==> src/rtl/reg_exec_unit.sv <==
// ============================================================================
// Module   : reg_exec_unit
// Purpose  : Four-cycle execute/write-back sequencer for an 8x8 register file.
// Revision : 1.0 - initial release
// ============================================================================
`default_nettype none

module reg_exec_unit (
  input  logic        Clk,
  input  logic        Rst,
  input  logic        inst_valid,
  output logic        inst_ready,
  input  logic [15:0] inst,
  output logic [2:0]  RX,
  output logic [2:0]  RY,
  input  logic [7:0]  busX,
  input  logic [7:0]  busY,
  output logic [2:0]  RW,
  output logic [7:0]  busW,
  output logic        WEN,
  output logic        done,
  output logic        illegal,
  output logic        carry
);

  localparam logic [1:0] S_IDLE = 2'd0;
  localparam logic [1:0] S_READ = 2'd1;
  localparam logic [1:0] S_EXEC = 2'd2;
  localparam logic [1:0] S_WB   = 2'd3;

  logic [1:0] r_state;
  logic [3:0] r_op;
  logic [2:0] r_rd;
  logic [5:0] r_imm;
  logic [7:0] r_a;
  logic [7:0] r_b;

  logic       w_legal;
  logic [7:0] w_result;
  logic       w_carry;
  logic [8:0] w_sum;
  logic [8:0] w_diff;
  logic [8:0] w_sumi;

  assign w_legal    = (r_op < 4'd10);
  assign inst_ready = (r_state == S_IDLE);
  assign done       = (r_state == S_WB);
  assign illegal    = done && !w_legal;

  // Ninth bit of each 9-bit sum/difference is the carry or borrow out.
  assign w_sum  = {1'b0, r_a} + {1'b0, r_b};
  assign w_diff = {1'b0, r_a} - {1'b0, r_b};
  assign w_sumi = {1'b0, r_a} + {1'b0, {{2{r_imm[5]}}, r_imm}};

  always_comb begin
    w_result = 8'h00;
    w_carry  = carry;
    case (r_op)
      4'd0: begin w_result = w_sum[7:0];  w_carry = w_sum[8];  end
      4'd1: begin w_result = w_diff[7:0]; w_carry = w_diff[8]; end
      4'd2: w_result = r_a & r_b;
      4'd3: w_result = r_a | r_b;
      4'd4: w_result = r_a ^ r_b;
      4'd5: w_result = {7'b0, ($signed(r_a) < $signed(r_b))};
      4'd6: w_result = r_a << r_b[2:0];
      4'd7: w_result = r_a >> r_b[2:0];
      4'd8: begin w_result = w_sumi[7:0]; w_carry = w_sumi[8]; end
      4'd9: w_result = {2'b00, r_imm};
      default: w_result = 8'h00;
    endcase
  end

  always_ff @(posedge Clk or posedge Rst) begin
    if (Rst) begin
      r_state <= S_IDLE;
      r_op    <= 4'd0;
      r_rd    <= 3'd0;
      r_imm   <= 6'd0;
      r_a     <= 8'h00;
      r_b     <= 8'h00;
      RX      <= 3'd0;
      RY      <= 3'd0;
      RW      <= 3'd0;
      busW    <= 8'h00;
      WEN     <= 1'b0;
      carry   <= 1'b0;
    end else begin
      case (r_state)
        S_IDLE: begin
          if (inst_valid) begin
            r_op    <= inst[15:12];
            r_rd    <= inst[11:9];
            r_imm   <= inst[5:0];
            RX      <= inst[8:6];
            RY      <= inst[5:3];
            r_state <= S_READ;
          end
        end
        S_READ: begin
          r_a     <= busX;
          r_b     <= busY;
          r_state <= S_EXEC;
        end
        S_EXEC: begin
          RW      <= r_rd;
          busW    <= w_result;
          WEN     <= w_legal && (r_rd != 3'd0);
          carry   <= w_carry;
          r_state <= S_WB;
        end
        S_WB: begin
          WEN     <= 1'b0;
          r_state <= S_IDLE;
        end
        default: r_state <= S_IDLE;
      endcase
    end
  end

endmodule

`default_nettype wire
==> config.mk <==
export PLATFORM = sky130hd
export DESIGN_NAME = reg_exec_unit
export DESIGN_NICKNAME = d
export VERILOG_FILES = /design/src/rtl/reg_exec_unit.sv
export SDC_FILE = /design/constraint.sdc
export NUM_CORES = 1
export LEC_CHECK = 0
export ABC_CLOCK_PERIOD_IN_PS = 6320
export CELL_PAD_IN_SITES_DETAIL_PLACEMENT = 1
export CELL_PAD_IN_SITES_GLOBAL_PLACEMENT = 1
export CORE_ASPECT_RATIO = 1.1
export CORE_MARGIN = 5
export CORE_UTILIZATION = 46
export DETAILED_ROUTE_END_ITERATION = 12
export PLACE_DENSITY = 0.95
export SYNTH_ARGS = -nofsm -noshare
export SYNTH_HDL_FRONTEND = slang
export SYNTH_SLANG_ARGS = --single-unit
==> constraint.sdc <==
create_clock -name Clk -period 6.32 [get_ports Clk]
set_input_delay 1.264 -clock Clk [delete_from_list [all_inputs] [get_ports Clk]]
set_output_delay 1.264 -clock Clk [all_outputs]
set_load 0.01 [all_outputs]
==> results.md <==
- Area of the multi-input gates: 2530 um^2
- Input/output buffers: 56
- Storage element area: about 1200 um^2
- Yosys reg bits: 47
- Initial antenna violation count: 0
- Share of cells above drive strength 1: 8.40%
- Vias per cell: between 6 and 7
- CTS sink count: 47
- Part of the Yosys area used for sequential elements: 29.7%
- RSZ-0062 raised after global routing: false
- Reg-to-reg critical path startpoint: r_b[1]
- Most frequent cells in the layout: clkdlybuf4s50_1, dfrtp_1, nand2_1
- GRT Residual Overflow: 0
- Leakage power: 1.98 nW
- Tmin final: 3.38 ns
- Pins Over Slew Limit: 0
- Antenna-violating nets left: 0
- Fill cell count: 982
- Fin util: 55.5%
- Worst Reg-to-Reg Cells: 9
- Final instance area: ~4700 um^2
- Die area: 10600 um^2
- Ys flop type: dfrtp_1
- Crit. End Element: output port
- Nets: 550
- Hold_sp: busW[3]
- Number of global-route vias before repair: 3794
- Commonest non-fill, non-tap cell in the layout: clkdlybuf4s50_1
- Number of synthesized flops with an enable pin: 0
- Share of the clock period used by the worst path: 53.5%
- H-tree Lvls: 2
- Syn Area/Cell: about 9 um^2
- Worst slew pin tran: between 1 and 1.5 ns
- Standard-cell row count: 35
- Post-Syn Area: 3960 um^2
- Setup violations, final: 0
- Worst hold path endpoint: busW[3]
- Mapped Nets: 515
- CTS tree: done
- Critical path type: reg -> out
- Post-synthesis cell type count: 62
- Worst R2R Setup Slack: 3.29 ns
- Clock buffer depth: 2
- DR iter-0 viols: roughly 320
- Crit path required time: 5.06 ns
- Final Hold Vio Count: 0
- Startpoint Class: flop
- Root Driver: clkbuf_8
- 1st-pass router iterations: 5
- First-pass GRT wire length: ~20000 um
- Hold Path Stages: 1
- Setup bufs post-CTS: 0
- Worst path cell trace: or2_2, and3_1, clkdlybuf4s50_1
- Status: complete, no violations
- Slew margin rel.: between 30% and 40%
- Initial core utilization: 47.1%
- Post_cts resized: 0
- Mapped Cells: 440
- Synth warn: 0
- Async set-or-reset flop fraction in the synthesized netlist: 100%
- WP data arrival: approximately 2.1 ns
- All-layer global routing usage: 24.5%
- P per Cell Area: approximately 640 nW/um^2
- Worst hold slack: approximately 0.49 ns
- Clk slew on worst S/H paths: 0.10 ns
- Slowest CP cell: dfrtp_1
- Die Y: roughly 110 um
- HP Class: reg -> reg
- WL final: 13000 um
- Mean routed wirelength per cell: 22.2 um
- CP Max Fanout: 24
- MaxCap Viol Count: 0
- Die W: 98.5 um
- Worst R2R End: busW[7]
- Peak supply drop: 0.000249 V
- Clock Latency Late Sink: 0.31 ns
- Hold buffer count at cts: 0
- Core area: 8410 um^2
- # IOs: 57
- Num CTS Buffers: 5
- Largest net degree at the start of global routing: 48
- # diodes: 0
- Setup TNS: 0 ns
- Crit-path max cell delay: 0.84 ns
- Layout area overhead: 17.8%
- Area after DPL: roughly 4500 um^2
- Routability cong.: 0.954
- DR DRC count: 0
- Worst Clk Skew: 0.00672 ns
- Max Fclk: around 300 MHz
- DP Wirelength: 9980 um
- Via count: 3634
## kinds of logic after synthesis
group           synth area share [%]
fa+ha+maj                       13.2
flops                           29.7
compound gates                  21.1
simple gates                    15.0
xor+xnor                        1.99
mux                             12.6
buf+inv                         6.50
## routing by layer
metal  share of wire [%]  track usage (%)  up-vias
li1                    -                -     1655
met1                  42             30.2     1822
met2                  51             44.9      131
met3                 5.0             2.72       26
met4                 2.2             6.83        0
met5                   0                0        -
## report_power, final
part	switching, W	internal (W)	leakage, nW
Clock	0.000120	0.000158	0.0644
Sequential	0.000308	0.000444	0.575
Combinational	0.00108	0.000860	1.34
Total	0.00151	0.00146	1.98
## how the worst max path moves through the flow
stage                     slack (ns)  cells after the start  startpoint       to
final                           2.94                      3     r_op[1]  illegal
after global placement          3.36                      3     r_op[1]  illegal
after floorplan                 3.80                      4     r_op[1]  illegal
after detailed placement        3.33                      3     r_op[1]  illegal
after CTS                       2.98                      3     r_op[1]  illegal
after global routing            2.87                      3     r_op[1]  illegal
## synth_stat cells, drive strengths merged (6+ instances only)
cell	number	area [um^2]
dfrtp	47	1180
nand2	40	150
ha	37	463
inv	33	124
o21ai	33	165
nor2	27	101
a21oi	24	120
mux2	21	240
clkbuf	19	71.3
nor3	11	55.1
buf	9	58.8
nand3	9	45.0
a211oi	8	60.1
mux4	8	188
nor2b	8	50.1
mux2i	7	70.1
a22oi	6	45.0
## flip-flops by register name, summed over array words and instances, names as in the netlist
register and flops:
busW 8, r_a 8, r_b 8, r_op 4, RW 3, RX 3, RY 3, r_imm 3
r_rd 3, r_state 2, WEN 1, carry 1
## worst max-delay path: cells and delay by family, from the launching register on
kind,cells,cell delay (ns)
flip-flops,1,0.84
AND/OR/NAND/NOR,2,0.43
buffers and inverters,1,0.53
## area by class of cell
class / instances / share of cell area [%]
repair buffers: 56 / 12.0
clock buffers: 5 / 1.47
multi-input cells: 331 / 54.2
flip-flops and latches: 47 / 25.2
well taps: 111 / 2.98
inverters: 34 / 2.73
clock inverters: 3 / 1.45
## through the flow
step	setup slack [ns]	power [W]	instances
finish	2.94	0.00297	587
global route	2.87	0.00316	587
CTS	2.98	0.00294	587
detailed placement	3.33	0.00266	579
global placement	3.36	0.00255	579
floorplan	3.80	0.00202	440
Note: power is estimated with default switching activity, not from simulation.
